**src/rtl/serial_adder_pkg.sv**
```systemverilog
// -----------------------------------------------------------------------------
// serial_adder_pkg
//   Shared constants for the bit-serial adder controller:
//     DEFAULT_WIDTH  default operand/result width
//     state_t        FSM state type, with encodings ST_IDLE / ST_SHIFT / ST_DONE
//     cnt_bits()     width of the bit counter for a given operand width
// -----------------------------------------------------------------------------
package serial_adder_pkg;

  localparam int DEFAULT_WIDTH = 8;

  typedef logic [1:0] state_t;

  localparam state_t ST_IDLE  = 2'd0;
  localparam state_t ST_SHIFT = 2'd1;
  localparam state_t ST_DONE  = 2'd2;

  // The counter must be able to hold the terminal value WIDTH itself.
  function automatic int cnt_bits(input int width);
    return $clog2(width + 1);
  endfunction

endpackage

```
**src/rtl/serial_adder_ctrl_full_adder.sv**
```systemverilog
// -----------------------------------------------------------------------------
// full_adder
//   Single-bit full adder. It forms the whole arithmetic datapath of the
//   serial adder.
//   Ports:
//     in_1, in_2  addend bits
//     cin         carry in
//     sum         sum bit
//     count       carry out
// -----------------------------------------------------------------------------
module full_adder (
  input  logic in_1,
  input  logic in_2,
  input  logic cin,
  output logic sum,
  output logic count
);

  assign sum   = in_1 ^ in_2 ^ cin;
  assign count = (in_1 & in_2) | (in_1 & cin) | (in_2 & cin);

endmodule

```
**src/rtl/serial_adder_ctrl.sv**
```systemverilog
// -----------------------------------------------------------------------------
// serial_adder_ctrl
//   Bit-serial adder: {count,sum} = op_a + op_b + cin. The operands are
//   processed LSB first, one bit per clock, through a single full_adder.
//   Latency from the accepted start to done is WIDTH+1 cycles.
//
//   Optional macro SERIAL_ADDER_SUB_EN
//     Adds the input port sub. When sub=1 the module loads ~op_b and a carry-in
//     of 1, so it computes op_a - op_b, and count=1 means there was no borrow.
//
//   Ports:
//     sys_clk    system clock (rising edge)
//     sys_rst_n  asynchronous active-low reset
//     start      request one operation; only accepted in IDLE or DONE
//     op_a/op_b  operands, captured on the accepted start
//     cin        initial carry in, captured on the accepted start
//     sub        (SERIAL_ADDER_SUB_EN only) subtract instead of add
//     busy       high while bits are being shifted
//     done       one-cycle pulse when sum/count become valid
//     sum        result, held until the next operation completes
//     count      final carry out, held together with sum
// -----------------------------------------------------------------------------
module serial_adder_ctrl
  import serial_adder_pkg::*;
#(
  parameter int WIDTH = DEFAULT_WIDTH
) (
  input  logic             sys_clk,
  input  logic             sys_rst_n,
  input  logic             start,
  input  logic [WIDTH-1:0] op_a,
  input  logic [WIDTH-1:0] op_b,
  input  logic             cin,
`ifdef SERIAL_ADDER_SUB_EN
  input  logic             sub,
`endif
  output logic             busy,
  output logic             done,
  output logic [WIDTH-1:0] sum,
  output logic             count
);

  localparam int CNT_W = cnt_bits(WIDTH);

  state_t             state_q, state_d;
  logic [WIDTH-1:0]   a_q, b_q;
  logic               carry_q;
  logic [CNT_W-1:0]   cnt_q;
  // Holds the sum bits collected so far. The final bit is merged in on the
  // completion edge, so only WIDTH-1 bits of storage are needed.
  logic [WIDTH-2:0]   res_q;
  logic [WIDTH-1:0]   sum_q;
  logic               count_q;

  logic               accept;
  logic               last_bit;
  logic               fa_sum, fa_cout;
  logic [WIDTH-1:0]   res_full;
  logic [WIDTH-1:0]   b_load;
  logic               c_load;

  assign accept   = start && ((state_q == ST_IDLE) || (state_q == ST_DONE));
  assign last_bit = (state_q == ST_SHIFT) && (cnt_q == CNT_W'(WIDTH - 1));
  assign res_full = {fa_sum, res_q};

  // Operand B and carry-in that are loaded on an accepted start.
  always_comb begin
    b_load = op_b;
    c_load = cin;
`ifdef SERIAL_ADDER_SUB_EN
    if (sub) begin
      b_load = ~op_b;
      c_load = 1'b1;
    end
`endif
  end

  full_adder u_fa (
    .in_1  (a_q[0]),
    .in_2  (b_q[0]),
    .cin   (carry_q),
    .sum   (fa_sum),
    .count (fa_cout)
  );

  // FSM: state register
  always_ff @(posedge sys_clk or negedge sys_rst_n) begin
    if (!sys_rst_n) begin
      state_q <= ST_IDLE;
    end else begin
      state_q <= state_d;
    end
  end

  // FSM: next-state logic
  always_comb begin
    state_d = state_q;
    case (state_q)
      ST_IDLE:  if (start) state_d = ST_SHIFT;
      ST_SHIFT: if (last_bit) state_d = ST_DONE;
      ST_DONE:  state_d = start ? ST_SHIFT : ST_IDLE;
      default:  state_d = ST_IDLE;
    endcase
  end

  // FSM: outputs
  always_comb begin
    busy = (state_q == ST_SHIFT);
    done = (state_q == ST_DONE);
  end

  // Datapath. A start arriving during SHIFT is not accepted, so it leaves
  // the operand registers alone.
  always_ff @(posedge sys_clk or negedge sys_rst_n) begin
    if (!sys_rst_n) begin
      a_q     <= '0;
      b_q     <= '0;
      carry_q <= 1'b0;
      cnt_q   <= '0;
      res_q   <= '0;
      sum_q   <= '0;
      count_q <= 1'b0;
    end else if (accept) begin
      a_q     <= op_a;
      b_q     <= b_load;
      carry_q <= c_load;
      cnt_q   <= '0;
    end else if (state_q == ST_SHIFT) begin
      a_q     <= a_q >> 1;
      b_q     <= b_q >> 1;
      carry_q <= fa_cout;
      res_q   <= res_full[WIDTH-1:1];
      cnt_q   <= cnt_q + CNT_W'(1);
      // The outputs change only on completion, so they stay stable while
      // the next operation is being shifted.
      if (last_bit) begin
        sum_q   <= res_full;
        count_q <= fa_cout;
      end
    end
  end

  assign sum   = sum_q;
  assign count = count_q;

endmodule
```
**config.mk**
```make
export PLATFORM = sky130hd
export DESIGN_NAME = serial_adder_ctrl
export DESIGN_NICKNAME = d
export VERILOG_FILES = /design/src/rtl/serial_adder_pkg.sv /design/src/rtl/serial_adder_ctrl_full_adder.sv /design/src/rtl/serial_adder_ctrl.sv
export SDC_FILE = /design/constraint.sdc
export NUM_CORES = 1
export LEC_CHECK = 0
export CAP_MARGIN = 20
export CORE_MARGIN = 4
export CORE_UTILIZATION = 51
export DETAILED_ROUTE_END_ITERATION = 10
export PLACE_DENSITY = 0.88
export SETUP_SLACK_MARGIN = 0.1
export SYNTH_ARGS = -nofsm -noshare
export SYNTH_HDL_FRONTEND = slang
export SYNTH_SLANG_ARGS = --single-unit
```
**constraint.sdc**
```tcl
create_clock -name sys_clk -period 2 [get_ports sys_clk]
set_input_delay 0.2 -clock sys_clk [delete_from_list [all_inputs] [get_ports sys_clk]]
set_output_delay 0.2 -clock sys_clk [all_outputs]
set_load 0.02 [all_outputs]
```
==> reports/results.md <==
| Stage | Result | Reported |
| --- | --- | --- |
| placement | Count of port buffers added during placement | 30 |
| timing | Finish-stage setup viols | 0 |
| detailed routing | Post-detailed-route via-to-cell ratio | 5.13 |
| timing | Period utilisation layout | 0.852 |
| clock tree | CTS H-tree lvls | 2 |
| floorplanning | Vertical die dimension | 64.8 µm |
| clock tree | Clock-pin slew of the registers on the worst-case setup and hold paths | 0.11 ns |
| setup path | Maximum cell stage delay along the critical path | 0.61 ns |
| cells and area | Fraction of final layout cells with drive strength greater than 1 | 0.119 |
| synthesis | Post-Syn Area | 1650 µm² |
| placement | Post-Place Setup Slack | 0.279 ns |
| setup path | Startpoint kind of the worst setup timing path | flop |
| floorplanning | Rows | 20 |
| timing | Slew at the pin closest to its max-slew limit | 0.826 ns |
| detailed routing | Number of vias after detailed routing | 1,220 |
| setup path | Type of element capturing the critical path | output port |
| pwr | Maximum resistive drop on vdd | 0.000664 V |
| pwr | Standby leakage power | 0.944 nW |
| floorplanning | Die Span X | 64.8 µm |
| setup path | Required time of the critical path | 1.80 ns |
| timing | Remaining max-slew budget at the tightest pin | 0.449 |
| timing | Minimum period implied by the final worst setup slack | 1.70 ns |
| outcome | Status | completed |
| cells and area | Antenna diode instance count | 0 |
| synthesis | Share of flip-flops with an asynchronous set or reset | 1.00 |
| setup path | CP Data Arrival Time | 1.50 ns |
| global routing | Vias in the first global route | 1,239 |
| clock tree | Number of buffers created by CTS | 5 |
| pwr | PD cells | 1540 nW/µm² |
| floorplanning | Area of the die | 4200 µm² |
| timing | Number of hold violations in the final report | 0 |
| synthesis | Post-Syn Nets | 185 |
| floorplanning | Floorplan Core Area | 3080 µm² |
| worst hold path | Class of the tightest hold or removal check | in2reg |
| synthesis | Number of enable flip-flop cells after synthesis | 0 |
| timing | Unrepaired setup endpoints after global routing | no |
| cells and area | Area growth from synthesis to layout | 23.8% |
| global routing | Wire length of the first global-routing pass | 5690 µm |
| placement | Post-detailed-placement half-perimeter wirelength | 2230 µm |
| floorplanning | Effective utilization at floorplan | 0.535 |
| clock tree | Deepest clock path buffer count | 2 |
| clock tree | CTS Sinks | 39 |
| synthesis | Count of cell types in the netlist | 22 |
| floorplanning | Num ports | 31 |
| global routing | Remaining global-route overflow | 0 |
| clock tree | Total setup buffers inserted after CTS | 0 |
| clock tree | Root buffer selected by CTS | sky130_fd_sc_hd__clkbuf_4 |
| synthesis | Warnings, synthesis | 0 |
| setup path | Crit Path Category | reg2out |
| detailed routing | Antenna violation net count after detailed routing | 0 |
| timing | Accumulated negative setup slack | 0 ns |
| clock tree | TritonCTS clock tree | done |
| detailed routing | Post-route DRC violation count | 0 |
| timing | Minimum setup slack in the final design | 0.296 ns |
| flow run | Max Cap Violations | 0 |
| setup path | Highest net fanout along the worst path | 4 |
| synthesis | Number of instances in the synthesized netlist | 163 |
| global routing | Number of antenna violations at the first check in global routing | 0 |
| synthesis | Sequential share of the synthesized area | 0.592 |
| detailed routing | Wirelength per Cell | 13.5 µm |
| global routing | GR Util All Layers | 0.180 |
| detailed routing | First-pass iteration count of the detailed router | 4 |
| global routing | Pin count of the biggest net entering global routing | 40 |
| synthesis | Register bit count reported by yosys | 39 |
| placement | Routability Congestion | 0.772 |
| cells and area | Net total in the final layout | 216 |
| timing | Worst hold margin | 0.396 ns |
| clock tree | Clock latency on the worst-skew pair | 0.34 ns |
| setup path | Cell with the largest stage delay on the worst path | sky130_fd_sc_hd__clkdlybuf4s50_1 |
| detailed routing | DR iter-0 viols | 66 |
| synthesis | Most common flop cell mapped by yosys | sky130_fd_sc_hd__dfrtp_1 |
| pwr | Final total power | 3.14 mW |
| timing | Max Clock Freq | 587 MHz |
| detailed routing | Routed wire length | 3210 µm |
| synthesis | Syn_area_per_cell | 10.1 µm² |
| cells and area | Layout fillers | 238 |
| setup path | Critical path cell sequence | nor2b_1, clkdlybuf4s50_1 |
| timing | Max-slew violation count | 0 |
| timing | Final worst clock skew | 0.0109 ns |
## cell type report
type | count | area [µm²] | area share
Clock buffer | 6 | 51.3 | 0.0251
Timing Repair Buffer | 34 | 327 | 0.160
Clock inverter | 1 | 5.00 | 0.00245
Sequential cell | 39 | 976 | 0.478
Inverter | 1 | 3.75 | 0.00184
Tap cell | 44 | 55.1 | 0.0270
Multi-Input combinational cell | 113 | 623 | 0.305
## worst max-delay path: cells and delay by family (launching register included)
kind / cells / cell delay (ns)
buffers and inverters: 1 / 0.61
flip-flops: 1 / 0.43
AND/OR/NAND/NOR: 1 / 0.13
## cells by family (layout without fill, tap and decap cells)
| logic type | after synthesis | after routing | synth area share |
|---|---|---|---|
| compound gates | 18 | 18 | 0.0691 |
| xor+xnor | 1 | 1 | 0.00532 |
| fa+ha+maj | 2 | 2 | 0.0197 |
| buf+inv | 11 | 42 | 0.0311 |
| flops | 39 | 39 | 0.592 |
| mux | 12 | 12 | 0.0805 |
| simple gates | 80 | 80 | 0.202 |
## cell usage in the layout, fill, tap and decap left out, types with 2 or more instances in the layout
| cell type | Yosys | routed |
|---|---|---|
| sky130_fd_sc_hd__a21oi_1 | 2 | 2 |
| sky130_fd_sc_hd__a22oi_1 | 4 | 4 |
| sky130_fd_sc_hd__a31oi_1 | 11 | 11 |
| sky130_fd_sc_hd__buf_4 | 0 | 3 |
| sky130_fd_sc_hd__clkbuf_4 | 0 | 5 |
| sky130_fd_sc_hd__clkdlybuf4s50_1 | 0 | 28 |
| sky130_fd_sc_hd__dfrtp_1 | 39 | 39 |
| sky130_fd_sc_hd__mux2_2 | 10 | 10 |
| sky130_fd_sc_hd__mux2i_1 | 2 | 2 |
| sky130_fd_sc_hd__nand2_1 | 57 | 57 |
| sky130_fd_sc_hd__nand3_1 | 5 | 5 |
| sky130_fd_sc_hd__nor2_1 | 12 | 12 |
## through the flow
step            util  area (µm²)  cells
5_1_grt        0.663        2040    238
3_5_place_dp   0.641        1970    230
2_1_floorplan      -        1650    163
6_report       0.663        2040    238
4_1_cts        0.663        2040    238
3_3_place_gp   0.641        1970    230
## synth_stat cells (2+ instances only)
cell	number	area (µm²)
sky130_fd_sc_hd__a21oi_1	2	10.0
sky130_fd_sc_hd__a22oi_1	4	30.0
sky130_fd_sc_hd__a31oi_1	11	68.8
sky130_fd_sc_hd__buf_2	2	10.0
sky130_fd_sc_hd__clkbuf_1	7	26.3
sky130_fd_sc_hd__dfrtp_1	39	976
sky130_fd_sc_hd__mux2_2	10	113
sky130_fd_sc_hd__mux2i_1	2	20.0
sky130_fd_sc_hd__nand2_1	57	214
sky130_fd_sc_hd__nand2b_1	2	12.5
sky130_fd_sc_hd__nand3_1	5	25.0
sky130_fd_sc_hd__nor2_1	12	45.0
## power breakdown
group          internal (mW)  switching, mW
sequential              1.16          0.233
combinational          0.612          0.743
clock                  0.163          0.237
## metal layers
layer | wire, µm | track usage | vias to the layer above
met1 | 1370 | 0.226 | 584
met2 | 1600 | 0.277 | 33
met4 | 47 | 0.0739 | 0
met5 | 0 | 0 | -
li1 | - | - | 597
met3 | 190 | 0.0693 | 6
## worst paths after layout
kind | start | to | slack (ns) | cells past startpoint
worst max-delay path | state_q[0] | done | 0.30 | 2
worst max register to register | state_q[1] | sum[3] | 0.34 | 3
max in group asynchronous | sys_rst_n | state_q[0] | 0.99 | 2
worst min register to register | res_q[0] | res_q[0] | 0.49 | 2
worst min-delay path | op_b[7] | b_q[7] | 0.40 | 3
min in group asynchronous | sys_rst_n | sum[1] | 0.49 | 2
## repair_timing
| item | in CTS | in global routing |
|---|---|---|
| resized for setup | 2 | 0 |
| hold endpoints to repair | 39 | 0 |
| setup endpoints to repair | 1 | 0 |
| hold buffers | 1 | 0 |
## flip-flops by register name, summed over array words and instances (netlist names)
signal / cells
sum: 8
carry_q: 1
state_q: 2
a_q: 8
b_q: 8
res_q: 7
cnt_q: 4
count: 1
Power figures use the tool's default switching activity.
